--- src/rtl/rob_complete_arbiter_pkg.sv ---
// Shared definitions for the ROB completion arbiter: payload layout and source ids.
package rob_complete_arbiter_pkg;

  localparam int SRC_ALU  = 0;
  localparam int SRC_LDST = 1;
  localparam int SRC_BR   = 2;

  // Payload packs {targetPC, taken, exc, robIdx} with the ROB index at bit 0.
  localparam int PL_IDX = 0;

  function automatic int pl_exc(input int aw);
    return aw;
  endfunction

  function automatic int pl_taken(input int aw);
    return aw + 1;
  endfunction

  function automatic int pl_tpc(input int aw);
    return aw + 2;
  endfunction

  function automatic int payload_w(input int aw, input int pw);
    return aw + 2 + pw;
  endfunction

endpackage

--- src/rtl/rob_complete_arbiter_rr_pick.sv ---
// Rotate-priority picker: first valid index at or above the pointer, with wrap-around.
module rob_complete_arbiter_rr_pick #(
  parameter int NUM_REQ = 3,
  parameter int PTR_W   = 2
) (
  input  logic [NUM_REQ-1:0] i_vld,
  input  logic [PTR_W-1:0]   i_ptr,
  output logic [NUM_REQ-1:0] o_grant,
  output logic [PTR_W-1:0]   o_win,
  output logic               o_any
);

  always_comb begin : pick
    logic [PTR_W-1:0] w_idx;
    o_grant = '0;
    o_win   = '0;
    o_any   = 1'b0;
    w_idx   = '0;
    // Scan farthest offset first so the nearest valid index overrides.
    for (int k = NUM_REQ - 1; k >= 0; k--) begin
      w_idx = PTR_W'((int'(i_ptr) + k) % NUM_REQ);
      if (i_vld[w_idx]) begin
        o_grant        = '0;
        o_grant[w_idx] = 1'b1;
        o_win          = w_idx;
        o_any          = 1'b1;
      end
    end
  end

endmodule

--- src/rtl/rob_complete_arbiter.sv ---
// Buffers one completion per execution source and issues one ROB finish write per cycle, round-robin.
module rob_complete_arbiter
  import rob_complete_arbiter_pkg::*;
#(
  parameter int NUM_REQ       = 3,
  parameter int ROB_ADDRWIDTH = 6,
  parameter int PC_WIDTH      = 32,
  parameter int CNT_WIDTH     = 16
) (
  input  logic                          CLK,
  input  logic                          RESET,
  input  logic                          FREEZE,
  input  logic                          tARB_flush_IN,
  input  logic [NUM_REQ-1:0]            tARB_req_IN,
  input  logic [NUM_REQ*ROB_ADDRWIDTH-1:0] tARB_robIdx_IN,
  input  logic [NUM_REQ-1:0]            tARB_exc_IN,
  input  logic [NUM_REQ-1:0]            tARB_taken_IN,
  input  logic [NUM_REQ*PC_WIDTH-1:0]   tARB_targetPC_IN,
  output logic [NUM_REQ-1:0]            fARB_ready_OUT,
  output logic [ROB_ADDRWIDTH-1:0]      fARB_probeIdx_OUT,
  output logic                          fARB_setFin_OUT,
  output logic                          fARB_setExp_OUT,
  output logic                          fARB_taken_OUT,
  output logic [PC_WIDTH-1:0]           fARB_targetPC_OUT,
  output logic [NUM_REQ-1:0]            fARB_pending_OUT,
  output logic [CNT_WIDTH-1:0]          fARB_doneCount_OUT
);

  localparam int PL_W  = payload_w(ROB_ADDRWIDTH, PC_WIDTH);
  localparam int EXC_O = pl_exc(ROB_ADDRWIDTH);
  localparam int TK_O  = pl_taken(ROB_ADDRWIDTH);
  localparam int TPC_O = pl_tpc(ROB_ADDRWIDTH);
  localparam int PTR_W = (NUM_REQ > 1) ? $clog2(NUM_REQ) : 1;

  logic [NUM_REQ-1:0]       r_hold_vld;
  logic [PL_W-1:0]          r_hold_pl [NUM_REQ];
  logic [PTR_W-1:0]         r_rr_ptr;
  logic [ROB_ADDRWIDTH-1:0] r_probe_idx;
  logic                     r_set_fin;
  logic                     r_set_exp;
  logic                     r_taken;
  logic [PC_WIDTH-1:0]      r_target_pc;
  logic [CNT_WIDTH-1:0]     r_done_cnt;

  logic                     w_en;
  logic [NUM_REQ-1:0]       w_pick_grant;
  logic [PTR_W-1:0]         w_win;
  logic                     w_pick_any;
  logic [NUM_REQ-1:0]       w_grant;
  logic                     w_fire;
  logic [NUM_REQ-1:0]       w_ready;
  logic [NUM_REQ-1:0]       w_accept;
  logic [PL_W-1:0]          w_win_pl;
  logic [PTR_W-1:0]         w_rr_next;

  rob_complete_arbiter_rr_pick #(
    .NUM_REQ (NUM_REQ),
    .PTR_W   (PTR_W)
  ) u_pick (
    .i_vld   (r_hold_vld),
    .i_ptr   (r_rr_ptr),
    .o_grant (w_pick_grant),
    .o_win   (w_win),
    .o_any   (w_pick_any)
  );

  assign w_en      = !RESET && !FREEZE && !tARB_flush_IN;
  assign w_grant   = w_en ? w_pick_grant : '0;
  assign w_fire    = w_en && w_pick_any;
  // A hold being drained this cycle can take a new record, so a lone source streams.
  assign w_ready   = {NUM_REQ{w_en}} & (~r_hold_vld | w_grant);
  assign w_accept  = tARB_req_IN & w_ready;
  assign w_win_pl  = r_hold_pl[w_win];
  assign w_rr_next = (w_win == PTR_W'(NUM_REQ - 1)) ? '0 : w_win + PTR_W'(1);

  // Hold capture: payload only, qualified by hold_valid
  always_ff @(posedge CLK) begin
    for (int i = 0; i < NUM_REQ; i++) begin
      if (w_accept[i]) begin
        r_hold_pl[i] <= {tARB_targetPC_IN[i*PC_WIDTH +: PC_WIDTH], tARB_taken_IN[i],
                         tARB_exc_IN[i], tARB_robIdx_IN[i*ROB_ADDRWIDTH +: ROB_ADDRWIDTH]};
      end
    end
  end

  // Issue stage: ROB-side registers, pointer and counter
  always_ff @(posedge CLK) begin
    if (RESET) begin
      r_hold_vld  <= '0;
      r_rr_ptr    <= '0;
      r_done_cnt  <= '0;
      r_probe_idx <= '0;
      r_set_fin   <= 1'b0;
      r_set_exp   <= 1'b0;
      r_taken     <= 1'b0;
      r_target_pc <= '0;
    end else if (tARB_flush_IN) begin
      r_hold_vld <= '0;
      r_rr_ptr   <= '0;
      r_set_fin  <= 1'b0;
    end else if (FREEZE) begin
      r_set_fin <= 1'b0;
    end else begin
      r_hold_vld <= (r_hold_vld & ~w_grant) | w_accept;
      r_set_fin  <= w_fire;
      if (w_fire) begin
        r_probe_idx <= w_win_pl[PL_IDX +: ROB_ADDRWIDTH];
        r_set_exp   <= w_win_pl[EXC_O];
        r_taken     <= w_win_pl[TK_O];
        r_target_pc <= w_win_pl[TPC_O +: PC_WIDTH];
        r_rr_ptr    <= w_rr_next;
        r_done_cnt  <= r_done_cnt + CNT_WIDTH'(1);
      end
    end
  end

  assign fARB_ready_OUT     = w_ready;
  assign fARB_probeIdx_OUT  = r_probe_idx;
  assign fARB_setFin_OUT    = r_set_fin;
  assign fARB_setExp_OUT    = r_set_exp;
  assign fARB_taken_OUT     = r_taken;
  assign fARB_targetPC_OUT  = r_target_pc;
  assign fARB_pending_OUT   = r_hold_vld;
  assign fARB_doneCount_OUT = r_done_cnt;

endmodule

--- config.mk ---
export PLATFORM = sky130hd
export DESIGN_NAME = rob_complete_arbiter
export DESIGN_NICKNAME = d
export VERILOG_FILES = /design/src/rtl/rob_complete_arbiter_pkg.sv /design/src/rtl/rob_complete_arbiter_rr_pick.sv /design/src/rtl/rob_complete_arbiter.sv
export SDC_FILE = /design/constraint.sdc
export NUM_CORES = 1
export LEC_CHECK = 0
export ABC_CLOCK_PERIOD_IN_PS = 3800
export CAP_MARGIN = 20
export CORE_UTILIZATION = 30
export CTS_CLUSTER_SIZE = 25
export DETAILED_ROUTE_END_ITERATION = 7
export SLEW_MARGIN = 0
export SYNTH_ARGS = -nofsm -noshare
export SYNTH_HDL_FRONTEND = slang
export SYNTH_HIERARCHICAL = 1
export SYNTH_SLANG_ARGS = --single-unit
--- constraint.sdc ---
create_clock -name CLK -period 3.8 [get_ports CLK]
set_input_delay 0.76 -clock CLK [delete_from_list [all_inputs] [get_ports CLK]]
set_output_delay 0.76 -clock CLK [all_outputs]
set_load 0.01 [all_outputs]
==> results.md <==
- Die Y-Extent: 156 um
- DPL Wire Length: 10.9 mm
- Yosys cell types: 42
- Final Hold Fails: 0
- CTS max path bufs: 2
- Seq. cell area: 4840 um^2
- Num rows: 55
- Fin crit period: 3.56 ns
- Lkg Pwr: 3.22 nW
- Status: finished, final reports clean
- Post-synthesis sequential area ratio: 0.684
- Endpoint, Worst Hold: fARB_targetPC_OUT[15]$_SDFFE_PP0P_
- Sw power: 0.000870 W
- Drt via density: 4.51
- Final nets: 865
- H-tree depth: 4
- HP Start: fARB_targetPC_OUT[15]$_SDFFE_PP0P_
- Synth Register Bits: 182
- Crit start category: flop
- Layout Cells excl Fill: 1,059
- First-pass GRT wire length: 26.3 mm
- Routed via count: 4,774
- Post-Route WL: 16.9 mm
- Reg-to-Reg Start: r_rr_ptr[0]$_SDFFE_PP0P_
- Drt drc: 0
- WS Path Type: flop to output port
- CP top delay family: buffers and inverters
- Clk sink count: 182
- Mapped Area: 7080 um^2
- Cell Pwr Density: 413 nW/um^2
- RSZ-0062 raised after global routing: no
- Final setup viols: 0
- Setup TNS: 0 ns
- Critical path arrival: 2.80 ns
- Slew HR: 0.584
- Wire per inst: 16.0 um
- Worst path slowest cell: clkdlybuf4s50_1
- I/O Buffers: 189
- GP Congestion: 0.804
- Largest net degree at the start of global routing: 83
- Skew-Pair Late Insertion Delay: 0.42 ns
- R2R Path End: fARB_doneCount_OUT[15]$_SDFFE_PP0P_
- CTS root buf: clkbuf_16
- VDD IR max: 237 uV
- Sw Ratio: 0.212
- Fmax: 0.281 GHz
- R2r setup slk: 0.66 ns
- Core Area: 22,900 um^2
- Initial antenna violation count: 0
- Clk slew on worst S/H paths: 0.07 ns
- Crit. End Element: output port
- Reg power frac: 0.526
- CP required: 3.04 ns
- Slew @ Worst Pin: 0.624 ns
- Area of the multi-input gates: 2100 um^2
- Final period util: 0.936
- Post-CTS Setup Inserts: 0
- Maxcap violations: 0
- Placed insts: 1,027
- CTS Buf Count: 17
- Die width: 156 um
- Fillers: 2,164
- Vias in the first global route: 4,846
- Critical-path maximum fanout: 7
- Combinational share of power: 0.072
- R2R depth: 10
- Clock share of power: 0.402
- CTS Hold Bufs: 0
- Tot GR Track Use: 0.144
- Critical path cell sequence: inv_1 > ha_1 > mux2i_4 > o22ai_1 > a21oi_2 > a31o_1 > inv_1 > a21oi_1 > clkdlybuf4s50_1
- Drt pass-1 iters: 4
- Worst Path Buf+Inv: 3
- Critical Path Most Common Cell: inv_1
- N_diodes: 0
- Area growth syn-to-layout: 40.1%
- 1st-iter DRT viols: 251
- Slew Limit Fails: 0
- CP max stage delay: 0.55 ns
- Die ar.: 24,200 um^2
- Mapped Cells: 550
- Grt total ovfl: 0
- Synth warnings: 6
- Skew final: 0.0120 ns
- Share of cells above drive strength 1: 0.0643
- Int Pwr: 0.00323 W
- Hold WC Path Type: flop to flop
- ANT nets after route: 0
- Hold Crit Depth: 2
- Mean Syn Cell Area: 12.9 um^2
- Net Count, Synth: 682
- CTS tree: yes
- IO Pins: 190
- Initial Utilization: 0.309
tightest hold or removal path, delay by kind of cell, from the launching register on:
kind | cells | cell delay, ns
simple gates | 1 | 0.07
compound gates | 1 | 0.06
flops | 1 | 0.32
Yosys cell counts, drive strengths merged:
cell type | instances | share of area
a211oi | 1 | 0.0011
a21oi | 56 | 0.040
a2bb2oi | 1 | 0.0012
a31o | 2 | 0.0025
a32o | 1 | 0.0014
a32oi | 1 | 0.0012
and2 | 3 | 0.0026
and4 | 1 | 0.0012
buf | 10 | 0.0067
clkbuf | 23 | 0.012
dfxtp | 62 | 0.18
edfxtp | 120 | 0.51
ha | 5 | 0.0088
inv | 10 | 0.0053
mux2 | 2 | 0.0032
mux2i | 44 | 0.064
nand2 | 10 | 0.0053
nand2b | 5 | 0.0044
nand3 | 4 | 0.0028
nand3b | 41 | 0.043
nand4 | 4 | 0.0035
nor2 | 57 | 0.030
nor2b | 4 | 0.0035
nor3 | 5 | 0.0035
nor3b | 2 | 0.0021
nor4 | 2 | 0.0018
o211ai | 1 | 0.0011
o21ai | 49 | 0.035
o22ai | 4 | 0.0044
o2bb2ai | 1 | 0.0012
or2 | 1 | 0.00088
or3 | 5 | 0.0044
or4 | 1 | 0.0011
or4b | 2 | 0.0039
xnor2 | 6 | 0.0074
xor2 | 4 | 0.0049
metal layers:
metal	share of wire	global-route usage
met1	0.44	0.179
met2	0.49	0.241
met3	0.051	0.0419
met4	0.014	0.0467
met5	0	0
power by group through the flow:
stage                     Clock [W]  Combinational [W]  Sequential [W]
after floorplan                   0          0.0000941         0.00221
after global placement            0           0.000297         0.00220
after detailed placement          0           0.000298         0.00220
after CTS                   0.00170           0.000299         0.00216
after global routing        0.00177           0.000319         0.00216
final                       0.00165           0.000294         0.00216
kinds of logic (layout without fill, tap and decap cells):
| family | after synthesis | in the layout | share of synthesized area |
|---|---|---|---|
| xor+xnor | 10 | 10 | 0.0124 |
| compound gates | 117 | 117 | 0.0888 |
| simple gates | 147 | 147 | 0.115 |
| buf+inv | 43 | 239 | 0.0242 |
| fa+ha+maj | 5 | 5 | 0.00883 |
| mux | 46 | 46 | 0.0671 |
| flops | 182 | 182 | 0.684 |
stage by stage:
| stage | cell area, um^2 | power [W] | setup slack, ns | utilization | hold slack [ns] |
|---|---|---|---|---|---|
| 2_1_floorplan | 7080 | 0.00230 | 0.727 | - | 0.489 |
| 3_3_place_gp | 9380 | 0.00250 | 0.621 | 0.409 | 0.468 |
| 3_5_place_dp | 9380 | 0.00250 | 0.592 | 0.409 | 0.475 |
| 4_1_cts | 9920 | 0.00416 | 0.137 | 0.433 | 0.494 |
| 5_1_grt | 9920 | 0.00425 | 0.0107 | 0.433 | 0.525 |
| 6_report | 9920 | 0.00410 | 0.242 | 0.433 | 0.489 |
registers in the layout, summed over array words and instances, names as in the netlist:
name and flops:
fARB_doneCount_OUT 16, fARB_pending_OUT 3, fARB_taken_OUT 1, r_rr_ptr 2
fARB_targetPC_OUT 32, fARB_setExp_OUT 1, fARB_setFin_OUT 1, fARB_probeIdx_OUT 6
r_hold_pl 120
area by class of cell:
type / instances / share of cell area
timing repair buffer: 197 / 0.203
inverter: 10 / 0.00378
sequential: 182 / 0.488
multi-input combinational: 325 / 0.211
clock inverter: 11 / 0.0102
clock buffer: 21 / 0.0444
tap: 313 / 0.0395
worst max-delay path by stage:
stage / slack, ns / to / cells after the start / start
after floorplan: 0.73 / r_hold_pl[1][0]$_DFFE_PP_ / 10 / r_rr_ptr[0]$_SDFFE_PP0P_
after global placement: 0.62 / fARB_ready_OUT[1] / 4 / FREEZE
after detailed placement: 0.59 / fARB_ready_OUT[0] / 4 / FREEZE
after CTS: 0.14 / fARB_ready_OUT[1] / 9 / r_rr_ptr[1]$_SDFFE_PP0P_
after global routing: 0.01 / fARB_ready_OUT[0] / 9 / r_rr_ptr[0]$_SDFFE_PP0P_
final: 0.24 / fARB_ready_OUT[1] / 9 / r_rr_ptr[0]$_SDFFE_PP0P_
placed cells by master (no fill, tap or decap), types with 3 or more instances in the layout:
cell             netlist  final
clkdlybuf4s50_1        0    188
edfxtp_1             120    120
dfxtp_1               62     62
nor2_1                57     57
a21oi_1               55     55
o21ai_0               49     49
mux2i_1               43     43
nand3b_1              41     41
clkbuf_16              0     17
inv_1                 10     10
nand2_1               10     10
xnor2_1                6      6
or3_1                  5      5
nand2b_1               5      5
nor3_1                 5      5
buf_12                 0      5
nand4_1                4      4
nand3_1                4      4
nor2b_1                4      4
xor2_1                 4      4
ha_1                   5      4
clkbuf_1              23      4
clkinv_4               0      4
and2_2                 0      3
clkinv_1               0      3
buf_4                  0      3
repair_timing:
| action | 4_1_cts | 5_1_grt |
|---|---|---|
| endpoints found under the setup margin | 0 | 2 |
| hold endpoints to repair | 0 | 0 |
| resized for setup | 0 | 1 |
(Power assumes the default switching activity.)
